## src/rtl/hub75_pkg.sv

```systemverilog
// hub75_pkg: shared geometry, FSM states and pixel bit-plane helper for the HUB75 scan driver
package hub75_pkg;
    localparam int COLS      = 64;
    localparam int ROWS      = 32;
    localparam int SCAN_ROWS = ROWS / 2;
    localparam int COL_W     = $clog2(COLS);
    localparam int ROW_W     = $clog2(SCAN_ROWS);
    // Bit position of plane 0 (the lowest of the 4 MSBs) inside {R,G,B}
    localparam int R_LSB = 20;
    localparam int G_LSB = 12;
    localparam int B_LSB = 4;

    typedef enum logic [2:0] {
        S_FETCH_T,
        S_FETCH_B,
        S_DATA,
        S_CLK,
        S_BLANK,
        S_LATCH,
        S_DISPLAY
    } state_e;

    // msn = {R[7:4], G[7:4], B[7:4]}; returns {r, g, b} for bit-plane p
    function automatic logic [2:0] plane_bits(input logic [11:0] msn, input logic [1:0] p);
        logic [3:0] r, g, b;
        {r, g, b} = msn;
        return {r[p], g[p], b[p]};
    endfunction
endpackage

```

## src/rtl/hub75_oe_timer.sv

```systemverilog
// hub75_oe_timer: loadable down-counter timing the lit period of one bit-plane
// Ports: clk, rst (async active-low); load_i starts a window of BASE_OE<<plane_i
// cycles; done_o is high in the last cycle of that window.
module hub75_oe_timer #(
    parameter int BASE_OE = 32
) (
    input  logic       clk,
    input  logic       rst,
    input  logic       load_i,
    input  logic [1:0] plane_i,
    output logic       done_o
);
    localparam int W = $clog2(BASE_OE * 8 + 1);

    logic [W-1:0] cnt_q, cnt_d;

    always_comb cnt_d = load_i ? W'(BASE_OE) << plane_i : (cnt_q != '0 ? cnt_q - W'(1) : cnt_q);

    always_ff @(posedge clk or negedge rst)
        if (!rst) cnt_q <= '0;
        else      cnt_q <= cnt_d;

    assign done_o = cnt_q == W'(1);
endmodule

```

## src/rtl/hub75_scan_driver.sv

```systemverilog
// hub75_scan_driver: 64x32 HUB75 panel driver, 1/16 scan, 4-plane binary-coded modulation
// Ports: clk, rst (async active-low); pixel_addr/pixel_data request the {row,col}
// pixel and take back 24-bit RGB; panel_r1..b2 colour pins, row_sel A-D,
// panel_clk shift clock, panel_lat latch, panel_oe_n enable, frame_start pulse.
module hub75_scan_driver
    import hub75_pkg::*;
#(
    parameter int BASE_OE = 32
) (
    input  logic        clk,
    input  logic        rst,
    output logic [11:0] pixel_addr,
    input  logic [23:0] pixel_data,
    output logic        panel_r1,
    output logic        panel_g1,
    output logic        panel_b1,
    output logic        panel_r2,
    output logic        panel_g2,
    output logic        panel_b2,
    output logic [3:0]  row_sel,
    output logic        panel_clk,
    output logic        panel_lat,
    output logic        panel_oe_n,
    output logic        frame_start
);
    state_e           state_q, state_d;
    logic [ROW_W-1:0] row_q, row_d, row_sel_q, row_sel_d;
    logic [COL_W-1:0] col_q, col_d;
    logic [1:0]       plane_q, plane_d;
    logic [2:0]       up_q, up_d, rgb1_q, rgb1_d, rgb2_q, rgb2_d;
    logic [11:0]      addr_q, addr_d;
    logic             pclk_q, pclk_d, lat_q, lat_d, oe_n_q, oe_n_d, fs_q, fs_d;
    logic             oe_done;
    logic [11:0]      msn;
    logic             unused_lsbs;

    assign msn         = {pixel_data[R_LSB+:4], pixel_data[G_LSB+:4], pixel_data[B_LSB+:4]};
    assign unused_lsbs = ^{pixel_data[19:16], pixel_data[11:8], pixel_data[3:0]};

    hub75_oe_timer #(.BASE_OE(BASE_OE)) u_oe_timer (
        .clk    (clk),
        .rst    (rst),
        .load_i (state_q == S_LATCH),
        .plane_i(plane_q),
        .done_o (oe_done)
    );

    always_comb begin
        state_d = state_q;
        row_d   = row_q;
        col_d   = col_q;
        plane_d = plane_q;
        up_d    = up_q;
        rgb1_d  = rgb1_q;
        rgb2_d  = rgb2_q;
        case (state_q)
            S_FETCH_T: state_d = S_FETCH_B;
            S_FETCH_B: begin
                up_d    = plane_bits(msn, plane_q);
                state_d = S_DATA;
            end
            S_DATA: begin
                rgb1_d  = up_q;
                rgb2_d  = plane_bits(msn, plane_q);
                state_d = S_CLK;
            end
            S_CLK: begin
                col_d   = col_q == COL_W'(COLS - 1) ? '0 : col_q + COL_W'(1);
                state_d = col_q == COL_W'(COLS - 1) ? S_BLANK : S_FETCH_T;
            end
            S_BLANK:   state_d = S_LATCH;
            S_LATCH:   state_d = S_DISPLAY;
            S_DISPLAY: if (oe_done) begin
                plane_d = plane_q + 2'd1;
                row_d   = plane_q == 2'd3 ? row_q + ROW_W'(1) : row_q;
                state_d = S_FETCH_T;
            end
            default:   state_d = S_FETCH_T;
        endcase
        // Pin registers are loaded from the state being entered, so each pin is valid
        // during its own state; the lower-half row is row+16 formed in 5 bits.
        addr_d    = state_d == S_FETCH_T ? {1'b0, {1'b0, row_d}, col_d} :
                    state_d == S_FETCH_B ? {1'b0, {1'b0, row_q} + 5'(SCAN_ROWS), col_q} : addr_q;
        lat_d     = state_d == S_LATCH;
        oe_n_d    = state_d != S_DISPLAY;
        row_sel_d = state_d == S_LATCH ? row_q : row_sel_q;
        fs_d      = state_d == S_LATCH && row_q == '0 && plane_q == 2'd0;
        // Colour changes on entry to S_CLK, so the shift clock rises one cycle later
        // with a full cycle of setup and stays stable for three cycles of hold.
        pclk_d    = state_q == S_CLK;
    end

    always_ff @(posedge clk or negedge rst)
        if (!rst) begin
            state_q   <= S_FETCH_T;
            row_q     <= '0;
            col_q     <= '0;
            plane_q   <= '0;
            up_q      <= '0;
            rgb1_q    <= '0;
            rgb2_q    <= '0;
            addr_q    <= '0;
            row_sel_q <= '0;
            pclk_q    <= 1'b0;
            lat_q     <= 1'b0;
            oe_n_q    <= 1'b1;
            fs_q      <= 1'b0;
        end else begin
            state_q   <= state_d;
            row_q     <= row_d;
            col_q     <= col_d;
            plane_q   <= plane_d;
            up_q      <= up_d;
            rgb1_q    <= rgb1_d;
            rgb2_q    <= rgb2_d;
            addr_q    <= addr_d;
            row_sel_q <= row_sel_d;
            pclk_q    <= pclk_d;
            lat_q     <= lat_d;
            oe_n_q    <= oe_n_d;
            fs_q      <= fs_d;
        end

    assign pixel_addr                     = addr_q;
    assign {panel_r1, panel_g1, panel_b1} = rgb1_q;
    assign {panel_r2, panel_g2, panel_b2} = rgb2_q;
    assign row_sel                        = row_sel_q;
    assign panel_clk                      = pclk_q;
    assign panel_lat                      = lat_q;
    assign panel_oe_n                     = oe_n_q;
    assign frame_start                    = fs_q;
endmodule
```

## config.mk

```make
export PLATFORM = sky130hd
export DESIGN_NAME = hub75_scan_driver
export DESIGN_NICKNAME = d
export VERILOG_FILES = /design/src/rtl/hub75_pkg.sv /design/src/rtl/hub75_oe_timer.sv /design/src/rtl/hub75_scan_driver.sv
export SDC_FILE = /design/constraint.sdc
export NUM_CORES = 1
export LEC_CHECK = 0
export ABC_AREA = 1
export ABC_CLOCK_PERIOD_IN_PS = 4100
export BUFFER_PORTS_ARGS = -buffer_cell sky130_fd_sc_hd__buf_2
export CORE_ASPECT_RATIO = 0.9
export CORE_MARGIN = 1
export CORE_UTILIZATION = 50
export DETAILED_ROUTE_END_ITERATION = 8
export GPL_TIMING_DRIVEN = 0
export PLACE_DENSITY = 0.77
export SLEW_MARGIN = 20
export SYNTH_ARGS = -nofsm -noshare
export SYNTH_HDL_FRONTEND = slang
export SYNTH_HIERARCHICAL = 1
export SYNTH_SLANG_ARGS = --single-unit
```

## constraint.sdc

```tcl
create_clock -name clk -period 4.1 [get_ports clk]
set_clock_uncertainty 0.2 [all_clocks]
set_input_delay 0.82 -clock clk [delete_from_list [all_inputs] [get_ports clk]]
set_output_delay 0.82 -clock clk [all_outputs]
set_load 0.01 [all_outputs]
```

## After elaboration in Yosys (flattened, before gate mapping)

Index checks and enable logic that the tools add are counted.

- Register bits: 53
- Latch bits: 0
- RAM bits: 0
- Bits in read-only memories: 0
- Input bits: 26
- Output and inout bits: 26
- Logic and storage cells: 61
- Memories: 0

- $add $sub $neg: 5
- $mul: 0
- Divide/modulo/power cells: 0
- $lt $le $gt $ge: 1
- Equal/unequal tests: 12
- Shift-type cells: 1
- Mux-type cells: 18
- Bitwise logic cells: 0
- Reduce and logical (&&, ||, !) cells: 10

Operators by type and width:

| cell | number |
|---|---|
| $mux 12 | 2 |
| $pmux 3 s7 | 1 |
| $mux 9 | 2 |
| $eq 3x3->1 const B | 4 |
| $mux 4 | 3 |
| $mux 6 | 2 |
| $eq 9x1->1 const B | 1 |
| $reduce_bool 9->1 | 1 |
| $shl 6x2->9 const A | 1 |
| $sub 9x1->9 const B | 1 |
| $add 6x1->6 const B | 1 |
| $bmux 1 s2 | 3 |
| $eq 3x1->1 const B | 2 |
| $eq 3x2->1 const B | 2 |
| $eq 6x6->1 const B | 1 |
| $logic_not 3->1 | 2 |
| $mux 3 | 2 |
| $add 4x5->5 const B | 1 |
| $add 4x1->4 const B | 1 |
| $logic_not 4->1 | 1 |
| $reduce_bool 2->1 | 2 |
| $lt 2x3->1 const B | 1 |
| $mux 1 | 3 |
| $ne 3x3->1 const B | 1 |
| other kinds (5) | 6 |

## Logic depth before layout (Yosys ltp)

Gate-level depths: netlist of run 1.

- Word-level depth: 6
- Gate-level depth with buffers: 12
- Mapped depth without buffers: 12

## Hierarchy

The synthesis of run 1 kept the hierarchy.

Modules (own cells, without submodules):

| module | instances | cells each | area an instance (µm²) | seq. area each (µm²) |
|---|---|---|---|---|
| hub75_scan_driver | 1 | 219 | 1964.4 | 1077.3 |
| hub75_oe_timer | 1 | 79 | 585.6 | 225.2 |

## Least setup slack after synthesis of run 1

OpenSTA, ideal clock, no wires.

- Path kind: register -> register
- Start point: reg u_oe_timer.cnt_q[4]
- End point: reg addr_q[3], in the netlist pixel_addr[3]
- Setup time: 0.113 ns
- Arrival time: 1.572 ns
- Data required time: 3.787 ns
- Slack: 2.215 ns
- Cell stages (with the launch flop): 11
- Path buffers: 0
- Period minus slack after synthesis: 1.885 ns
- Path through: dfrtp_1 nor2_2 nand3_2 nor2_1 inv_1 a21oi_1 nand2_1 nor2_4 nand2_1 nand2_1 inv_1

- Word-level cells in the longest chain between the ends: 5
- Elaborated cells between the ends (all ways): 7
- Classes of those cells: eq/ne: 2; mux: 3; reduce/logical: 2

Ends and longest elaborated chain:

| what | RTL line | source |
|---|---|---|
| start, declared | hub75_oe_timer.sv:15 | `logic [W-1:0] cnt_q, cnt_d;` |
| start signal, assigned | hub75_oe_timer.sv:21 | `else cnt_q <= cnt_d;` |
| $eq 9x1->1 (*) | hub75_oe_timer.sv:23 | `assign done_o = cnt_q == W'(1);` |
| net oe_done | hub75_scan_driver.sv:33 | `logic oe_done;` |
| $mux 3 (*) | hub75_scan_driver.sv:73 | `S_DISPLAY: if (oe_done) begin` |
| $pmux 3 s7 (*) | hub75_scan_driver.sv:56 | `case (state_q)` |
| net state_d[2] | hub75_scan_driver.sv:26 | `state_e state_q, state_d;` |
| $eq 3x1->1 or $logic_not 3->1 (tied branches) | hub75_scan_driver.sv:83, hub75_scan_driver.sv:82 |  |
| $reduce_bool 2->1 (no line) or $mux 12 (tied branches) | -- |  |
| end signal, assigned | hub75_scan_driver.sv:116 | `addr_q <= addr_d;` |
| end, declared | hub75_scan_driver.sv:31 | `logic [11:0] addr_q, addr_d;` |

The timed path passes the listed nets; every way through them passes the cells marked *.
A chain may end at the register's enable or synchronous reset.

## Final worst setup path of run 1

Same ends and word-level chain as after synthesis.

==> impl_metrics.csv, run 1 <==
group,metric,value,unit
worst_setup_path,startpoint,"u_oe_timer/cnt_q[4]",
layout,areaGrowthSynthToFinish,14.2,%
cts,htree_levels,2,
hold_path,worst_hold_startpoint,"pixel_addr[7]",
die,dieArea,0.00539,mm^2
die,dieWidth,77.3,um
cts,cts_tree,"built",
timing,worst_pin_slew,0.708,ns
cts,clockBufferDepth,2,
pwr,p_leak,1.54,nW
routing,drc,0,
logic_synthesis,synth_edf_count,0,
layout,diodes,0,
logic_synthesis,yosysMostFrequentCell,"nand2_1",
layout,drive_gt1_share,21.5,%
global_route,overflow,0,
routing,routed_wl,4580,um
cts,cts_hold_buf,0,
cts,root_buffer,"clkbuf_8",
timing,relSlewSlack,52.6,%
logic_synthesis,async_reset_ff_share,100,%
pwr,powerDensity,286,mW/mm^2
worst_setup_path,crit_path_end_kind,"register",
pwr,vdd_drop_max,272,uV
global_route,grt_pass1_vias,1855,
logic_synthesis,synthTopCellsByArea,"dfrtp_1 (50%), nand2_1 (12%), inv_1 (6.0%)",
hold_path,min_path_type,"register to register",
placed_design,dp_hpwl,3310,um
placed_design,place_area,0.00282,mm^2
routing,wl_per_cell,11.2,um
logic_synthesis,yosysSeqAreaShare,51.1,%
worst_setup_path,path_max_fanout,9,
timing,fin_crit_sh,53.6,%
logic_synthesis,syn_area_per_cell,8.56,um^2
timing,fin_setup_tns,0,ns
die,die_y,69.8,um
layout,fin_area,0.00291,mm^2
flow_run,drv_cap,0,
cts,cts_num_sinks,52,
worst_setup_path,crit_required,4.11,ns
logic_synthesis,yosysWarnings,6,
global_route,grt_pass1_wl,8110,um
timing,fin_crit,2.20,ns
logic_synthesis,synthCells,298,
cts,cts_resized,0,
routing,dr.first_iter.drc_count,131,
run_status,outcome,"finished clean",
timing,fmax,0.455,GHz
die,num_rows,24,
die,start_util,52.4,%
placed_design,portBuffers,38,
timing,rsz0062_at_grt,"no",
layout,final_nets,376,
die,core-area,0.00486,mm^2
placed_design,finalWeightedCongestion,0.771,
global_route,grtUsageTotal,19.2,%
logic_synthesis,syn_area,0.00255,mm^2
worst_setup_path,rrSetupSlack,1.90,ns
logic_synthesis,synth_nets,331,
worst_setup_path,start_kind,"register",
cts,postCtsSetupBuffers,0,
routing,dr.pass1.iters,4,
worst_setup_path,crit_arrival,2.21,ns
logic_synthesis,ys_top_cells_by_count,"nand2_1 (83), dfrtp_1 (51), inv_1 (41)",
cts,path_clk_slew,0.10,ns
global_route,grt_max_degree,53,
worst_setup_path,worstSetupPathType,"register to register",
cts,cts_buffers,5,
timing,hold_viol_final,0,
logic_synthesis,synth_cell_types,32,
die,ioPinCount,52,
timing,maxSlewViolCount,0,
cts,clock_latency,0.31,ns
worst_setup_path,timing.rr.start,"u_oe_timer/cnt_q[4]",
timing,finalSetupViolations,0,
global_route,antenna_found_initial,0,
logic_synthesis,synth_ff_type,"dfrtp_1",
logic_synthesis,synth-seq-cells,52,
routing,viasPerCell,4.88,
logic_synthesis,yosys.area.top_type_share,50.0,%
routing,vias,1995,
routing,drtAntennaViolNets,0,
logic_synthesis,synth_area_leader_cell,"dfrtp_1",
## power by group
part / internal [mW] / switching [mW] / leakage, nW / total [mW]
combinational: 0.0104 / 0.0161 / 0.830 / 0.0265
sequential: 0.517 / 0.00215 / 0.672 / 0.519
clock: 0.122 / 0.166 / 0.0414 / 0.287
total: 0.649 / 0.184 / 1.54 / 0.833
## metal layers
| layer | up-vias | share of wire, % | track usage (%) | wire (um) |
|---|---|---|---|---|
| li1 | 1026 | - | - | - |
| met1 | 922 | 48 | 26.0 | 2190 |
| met2 | 42 | 46 | 30.6 | 2110 |
| met3 | 5 | 4.7 | 3.95 | 213 |
| met4 | 0 | 1.2 | 7.13 | 57 |
| met5 | - | 0 | 0 | 0 |
## sequential cells by signal (all words and copies together) (netlist names)
register          flops
row_q                 4
u_oe_timer/cnt_q      9
row_sel               4
panel_lat             1
frame_start           1
rgb2_q                3
col_q                 6
plane_q               2
pixel_addr           11
state_q               3
panel_oe_n            1
rgb1_q                3
up_q                  3
panel_clk             1
## per-stage QoR
step,power [mW],utilization [%],hold WS (ns),instances,worst slack (ns)
floorplan,0.537,-,0.249,298,2.22
global placement,0.556,58.0,0.258,401,1.91
detailed placement,0.557,58.1,0.260,401,1.89
CTS,0.847,59.9,0.291,409,1.88
global route,0.867,59.9,0.314,409,1.66
finish,0.833,59.9,0.285,409,1.90
## kinds of logic (layout without fill, tap and decap cells)
kind of cell,Yosys count,after routing,share of synthesized area (%)
DFF,52,52,51.1
and+or+nand+nor,150,150,27.9
AOI/OAI and AO/OA,34,34,7.51
adders and majority gates,7,7,3.43
buffers and inverters,48,94,7.56
other,1,1,0.147
xor gates and xnor gates,3,3,1.03
muxes,3,3,1.32
## placed cells by master, fill, tap and decap left out, types with 2 or more instances in the layout
master    netlist  final
nand2_1        83     83
dfrtp_1        51     51
inv_1          41     41
buf_2           1     38
nand3_1        24     24
o21ai_0        21     21
nor2_1         20     20
ha_1            7      7
nor2_4          5      5
a21oi_1         5      5
clkbuf_8        0      5
nand2_2         4      4
nand3_2         4      4
buf_4           3      4
nand4_1         3      3
o22a_1          3      3
mux2_2          3      3
clkinv_1        2      2
xnor2_1         2      2
o21ai_1         2      2
nor2_2          2      2
## path summary, 6_finish.rpt
kind | to | cells after the start
setup / recovery | pixel_addr[3] | 10
hold / removal | pixel_addr[7] | 2
setup reg to reg | pixel_addr[3] | 10
hold reg to reg | pixel_addr[7] | 2
max in group asynchronous | row_q[2] | 1
min in group asynchronous | u_oe_timer/cnt_q[5] | 1
## worst max-delay path: stages, from the launching register on
cell     delay [ns]
dfrtp_1        0.43
nor2_2         0.17
nand3_2        0.11
nor2_1         0.28
inv_1          0.13
a21oi_1        0.24
nand2_1        0.14
nor2_4         0.22
nand2_1        0.08
nand2_1        0.06
inv_1          0.03
## final cells by class
cell class | count | area [um^2]
plain buffers | 4 | 27.5
clock buffers | 6 | 72.6
clock inverters | 2 | 16.3
fillers | 442 | 1950
inverters | 44 | 165
multi-input cells | 198 | 1050
flip-flops and latches | 52 | 1300
well taps | 65 | 81.3
repair buffers | 38 | 193
No activity file was read; power rests on OpenSTA's default activity.
==> inputs of run 2 (changes only) <==
--- a/config.mk
+++ b/config.mk
@@ -6,7 +6,7 @@
 export NUM_CORES = 1
 export LEC_CHECK = 0
 export ABC_AREA = 1
-export ABC_CLOCK_PERIOD_IN_PS = 4100
+export ABC_CLOCK_PERIOD_IN_PS = 2200
 export BUFFER_PORTS_ARGS = -buffer_cell sky130_fd_sc_hd__buf_2
 export CORE_ASPECT_RATIO = 0.9
 export CORE_MARGIN = 1
==> constraint.sdc (replaced) <==
create_clock -name clk -period 2.2 [get_ports clk]
set_clock_uncertainty 0.2 [all_clocks]
set_input_delay 0.44 -clock clk [delete_from_list [all_inputs] [get_ports clk]]
set_output_delay 0.44 -clock clk [all_outputs]
set_load 0.01 [all_outputs]
==> impl_metrics.csv, run 2 (synthesis gave the netlist of run 1 again) <==
group,metric,value,unit
run_status,outcome,"finished clean",
pwr,vdd_drop_max,506,uV
timing,rsz0062_at_grt,"no",
die,num_rows,24,
global_route,grt_pass1_vias,1873,
hold_path,min_path_type,"register to register",
pwr,p_leak,1.58,nW
die,start_util,52.4,%
timing,hold_viol_final,0,
layout,final_nets,383,
worst_setup_path,rrSetupSlack,0.19,ns
pwr,netSwitchingPower,0.343,mW
global_route,antenna_found_initial,0,
layout,areaGrowthSynthToFinish,17.1,%
layout,drive_gt1_share,23.9,%
die,dieArea,0.00539,mm^2
routing,drtAntennaViolNets,0,
worst_setup_path,crit_arrival,2.01,ns
cts,htree_levels,2,
worst_setup_path,r2r_end,"pixel_addr[9]",
cts,clockBufferDepth,2,
pwr,p_int,1.21,mW
routing,viasPerCell,4.88,
die,ioPinCount,52,
worst_setup_path,setup.worst_path.end,"pixel_addr[9]",
die,core-area,0.00486,mm^2
worst_setup_path,worstSetupPathType,"register to register",
routing,vias,2032,
layout,layout_commonest_cell,"nand2_1",
cts,root_buffer,"clkbuf_8",
timing,fmax,0.498,GHz
global_route,overflow,0,
layout,final_cell_mix,"nand2_1 (82), dfrtp_1 (51), inv_1 (41)",
routing,drc,0,
timing,worst_pin_slew,0.637,ns
layout,diodes,0,
pwr,powerDensity,520,mW/mm^2
pwr,seqPwrFrac,62.3,%
pwr,power.share.switching,22.1,%
timing,maxSlewViolCount,0,
flow_run,drv_cap,0,
worst_setup_path,startpoint,"u_oe_timer/cnt_q[1]",
global_route,grt_pass1_wl,8160,um
timing,finalSetupViolations,0,
cts,cts_buffers,5,
cts,cts_tree,"built",
global_route,grtUsageTotal,19.3,%
worst_setup_path,crit_required,2.20,ns
routing,dr.first_iter.drc_count,100,
die,die_y,69.8,um
placed_design,place_area,0.00282,mm^2
pwr,pwr-share-comb,3.3,%
global_route,grt_max_degree,53,
layout,fin_area,0.00299,mm^2
worst_setup_path,start_kind,"register",
pwr,finalPower,1.55,mW
cts,clock_latency,0.30,ns
timing,relSlewSlack,57.5,%
worst_setup_path,r2r_cells,12,
timing,fin_crit,2.01,ns
routing,dr.pass1.iters,4,
cts,path_clk_slew,0.10,ns
placed_design,portBuffers,38,
layout,largest_reg_flops,11,
placed_design,dp_hpwl,3310,um
placed_design,finalWeightedCongestion,0.771,
worst_setup_path,crit_path_end_kind,"register",
die,dieWidth,77.3,um
timing,fin_crit_sh,91.3,%
pwr,clock_power_share,34.5,%
worst_setup_path,timing.rr.start,"u_oe_timer/cnt_q[1]",
worst_setup_path,path_max_fanout,10,
cts,cts_num_sinks,52,
routing,wl_per_cell,11.3,um
routing,routed_wl,4710,um
-- run 2: per-stage QoR --
stage          setup slack, ns  hold WS (ns)  TNS, ns  cells  utilization, %
2_1_floorplan            0.315       -0.0556        0    298               -
3_3_place_gp            0.0121         0.258        0    401            58.0
3_5_place_dp           -0.0102         0.260  -0.0189    401            58.1
4_1_cts                 0.0438         0.291        0    410            60.1
5_1_grt                 0.0199         0.314        0    416            61.4
6_report                 0.191         0.288        0    416            61.4
-- run 2: critical path, stage by stage, from the launching register on --
cell	delay [ns]
dfrtp_1	0.41
inv_1	0.10
ha_1	0.15
nand3_1	0.12
nor2_4	0.16
inv_1	0.10
nand2_2	0.09
clkinv_1	0.07
nor2_1	0.13
nand3_2	0.12
buf_6	0.16
nand2_1	0.05
o21ai_1	0.05
-- run 2: power groups by stage --
stage               registers [mW]  logic (mW)  clock network [mW]
finish                       0.967      0.0508               0.535
global route                 0.969      0.0584               0.591
CTS                          0.967      0.0529               0.560
detailed placement           0.986      0.0516                   0
global placement             0.986      0.0500                   0
floorplan                    0.989      0.0112                   0
-- run 2: area by class of cell --
type,instances,area [um^2]
fillers,432,1880
repair buffers,44,240
clock inverters,2,16.3
plain buffers,4,31.3
well taps,65,81.3
inverters,44,165
clock buffers,6,72.6
flip-flops and latches,52,1300
multi-input cells,199,1080
-- run 2: what timing repair did --
action	in CTS	in global routing
endpoints found under the setup margin	2	17
gates cloned	0	1
hold buffers	1	0
buffers inserted	0	5
resized for setup	1	5
endpoints found under the hold margin	51	0
pin swaps	0	3
-- run 2: worst min-delay path by stage --
stage | from | to | depth (start not counted) | slack [ns]
2_1_floorplan | rst | col_q[0] | 0 | -0.06
3_3_place_gp | pixel_addr[4] | pixel_addr[4] | 2 | 0.26
3_5_place_dp | pixel_addr[2] | pixel_addr[2] | 2 | 0.26
4_1_cts | rgb2_q[2] | rgb2_q[2] | 2 | 0.29
5_1_grt | pixel_addr[4] | pixel_addr[4] | 2 | 0.31
6_report | pixel_addr[7] | pixel_addr[7] | 2 | 0.29
-- run 2: metal layers --
metal | share of wire, % | vias to the layer above | global-route usage (%) | wire, um
met4 | 1.2 | 0 | 7.13 | 57
met1 | 49 | 948 | 26.0 | 2300
met3 | 3.4 | 5 | 3.95 | 160
li1 | - | 1044 | - | -
met5 | 0 | - | 0 | 0
met2 | 47 | 35 | 31.0 | 2190
==> inputs of run 3 (changes only) <==
--- a/config.mk
+++ b/config.mk
@@ -5,7 +5,6 @@
 export SDC_FILE = /design/constraint.sdc
 export NUM_CORES = 1
 export LEC_CHECK = 0
-export ABC_AREA = 1
 export ABC_CLOCK_PERIOD_IN_PS = 2200
 export BUFFER_PORTS_ARGS = -buffer_cell sky130_fd_sc_hd__buf_2
 export CORE_ASPECT_RATIO = 0.9
@@ -14,6 +13,7 @@
 export DETAILED_ROUTE_END_ITERATION = 8
 export GPL_TIMING_DRIVEN = 0
 export PLACE_DENSITY = 0.77
+export SKIP_CTS_REPAIR_TIMING = 1
 export SLEW_MARGIN = 20
 export SYNTH_ARGS = -nofsm -noshare
 export SYNTH_HDL_FRONTEND = slang
==> impl_metrics.csv, run 3 <==
group,metric,value,unit
logic_synthesis,syn_area,0.00249,mm^2
pwr,p_leak,1.42,nW
logic_synthesis,synth-seq-cells,52,
logic_synthesis,synth_simple_gate_area_share,14.1,%
logic_synthesis,synth_ff_type,"dfrtp_1",
timing,hold_viol_final,51,
worst_setup_path,worstSetupPathType,"register to register",
global_route,overflow,0,
global_route,grt_pass1_vias,1548,
logic_synthesis,synth_fa_ha_area_share,3.52,%
global_route,grt_pass1_wl,7020,um
layout,seq_area,0.00130,mm^2
layout,diodes,0,
timing,fmax,0.408,GHz
logic_synthesis,synthTopCellsByArea,"dfrtp_1 (51%), mux2_2 (11%), ha_1 (3.5%)",
worst_setup_path,crit_required,2.20,ns
logic_synthesis,yosysWarnings,6,
logic_synthesis,synthCells,204,
cts,clock_latency,0.31,ns
logic_synthesis,yosys.area.top_type_share,51.3,%
logic_synthesis,async_reset_ff_share,100,%
worst_setup_path,path_max_fanout,5,
run_status,outcome,"finished with violations",
routing,dr.pass1.iters,4,
timing,relSlewSlack,46.8,%
routing,wl_per_cell,14.3,um
worst_setup_path,r2r_cells,6,
die,core-area,0.00460,mm^2
timing,fin_setup_tns,-1.93,ns
timing,rsz0062_at_grt,"yes",
timing,fin_ws,-0.249,ns
placed_design,dp_hpwl,3160,um
logic_synthesis,ys_top_cells_by_count,"dfrtp_1 (51), mux2_2 (24), nand2_1 (13)",
layout,areaGrowthSynthToFinish,18.8,%
timing,worst_pin_slew,0.793,ns
hold_path,min_path_type,"input port to asynchronous set/reset pin",
pwr,vdd_drop_max,534,uV
logic_synthesis,syn_area_per_cell,12.2,um^2
global_route,grt_max_degree,53,
die,num_rows,23,
cts,path_clk_slew,0.09,ns
logic_synthesis,synth_nets,237,
worst_setup_path,start_kind,"register",
logic_synthesis,synth_top_family_by_area,"multiplexers",
logic_synthesis,synth_edf_count,0,
timing,fin_crit,2.45,ns
cts,cts_buffers,5,
placed_design,finalWeightedCongestion,0.867,
pwr,powerDensity,566,mW/mm^2
placed_design,portBuffers,38,
layout,fill_cells,371,
cts,clockBufferDepth,2,
routing,vias,1721,
timing,fin_crit_sh,111,%
run_status,violations,"negative hold slack, negative setup slack",
layout,drive_gt1_share,39.2,%
logic_synthesis,synth_compound_area_share,8.51,%
timing,maxSlewViolCount,0,
layout,final_nets,287,
logic_synthesis,yosysMostFrequentCell,"dfrtp_1",
pwr,finalPower,1.67,mW
logic_synthesis,synth_mux_area_share,14.8,%
die,start_util,54.0,%
timing,fin_hold_ws,-0.0622,ns
routing,dr.first_iter.drc_count,94,
layout,multi_input_area,0.00112,mm^2
cts,cts_tree,"built",
routing,drc,0,
worst_setup_path,crit_arrival,2.45,ns
timing,finalSetupViolations,11,
die,dieArea,0.00526,mm^2
die,die_y,68.9,um
layout,final_cell_mix,"dfrtp_1 (50), buf_2 (39), mux2_2 (18)",
cts,htree_levels,2,
logic_synthesis,synth_area_leader_cell,"dfrtp_1",
routing,drtAntennaViolNets,0,
cts,root_buffer,"clkbuf_8",
die,ioPinCount,52,
global_route,grtUsageTotal,17.8,%
logic_synthesis,yosysSeqAreaShare,52.4,%
routing,routed_wl,4540,um
routing,viasPerCell,5.43,
cts,cts_num_sinks,52,
layout,layout_commonest_cell,"dfrtp_1",
logic_synthesis,synth_xor_area_share,2.11,%
layout,largest_reg_flops,11,
die,dieWidth,76.3,um
logic_synthesis,synth_cell_types,49,
worst_setup_path,crit_path_end_kind,"register",
flow_run,drv_cap,0,
global_route,antenna_found_initial,0,
run 3: changes by cell type after synthesis, moves of 5 or more:
cell      previous run  this run
nand3_1             24         7
nand2_1             83        13
nor2_1              20         9
mux2_2               3        24
o21ai_0             21         6
nor2_4               5         0
inv_1               41        10
nor3_1               1         7
nand2b_1             0         5
run 3: final timing paths:
check / startpoint / slack, ns / end
worst max-delay path: u_oe_timer/cnt_q[7] / -0.25 / pixel_addr[7]
worst min-delay path: rst / -0.06 / u_oe_timer/cnt_q[0]
worst max register to register: u_oe_timer/cnt_q[7] / -0.25 / pixel_addr[7]
worst min register to register: row_q[3] / 0.29 / frame_start
max in group asynchronous: rst / 1.39 / u_oe_timer/cnt_q[7]
min in group clk: row_q[3] / 0.29 / frame_start
run 3: layout make-up:
type                            instances  share of cell area [%]
Buffer                                  9                    2.58
Clock buffer                            5                    2.33
Clock inverter                          3                    1.44
Inverter                               10                    1.27
Multi-Input combinational cell        133                    37.9
Sequential cell                        52                    44.2
Tap cell                               62                    2.63
Timing Repair Buffer                   43                    7.71
run 3: kinds of logic after synthesis:
| group | Yosys count |
|---|---|
| compound gates | 30 |
| xor+xnor | 6 |
| fa+ha+maj | 7 |
| buf+inv | 19 |
| flops | 52 |
| mux | 29 |
| other cells | 1 |
| simple gates | 60 |
run 3: per-stage QoR:
step / setup slack, ns / instance area, um^2 / cells / utilization, %
detailed placement: -0.294 / 2800 / 304 / 60.7
CTS: -0.306 / 2910 / 312 / 63.1
global route: -0.342 / 2950 / 317 / 64.1
global placement: -0.268 / 2790 / 304 / 60.7
finish: -0.249 / 2950 / 317 / 64.1
floorplan: -0.0878 / 2520 / 204 / -
run 3: critical path, cell delays in order, from the launching register on:
cell,delay (ns)
dfrtp_2,0.46
nor4_4,0.36
and4b_2,0.35
nand4b_4,0.14
or2_4,0.27
mux2_4,0.30
mux2_4,0.26
run 3: report_power, final:
part | internal, mW | switching (mW) | leakage (nW)
Clock | 0.337 | 0.315 | 0.0541
Combinational | 0.0229 | 0.0294 | 0.699
Sequential | 0.963 | 0.00371 | 0.671
run 3: layer usage:
| layer | global-route usage (%) | wire, um | vias to the layer above |
|---|---|---|---|
| met4 | 9.62 | 74 | 0 |
| met3 | 3.68 | 247 | 8 |
| li1 | - | - | 833 |
| met1 | 23.0 | 2110 | 832 |
| met5 | 0 | 0 | - |
| met2 | 28.7 | 2110 | 48 |
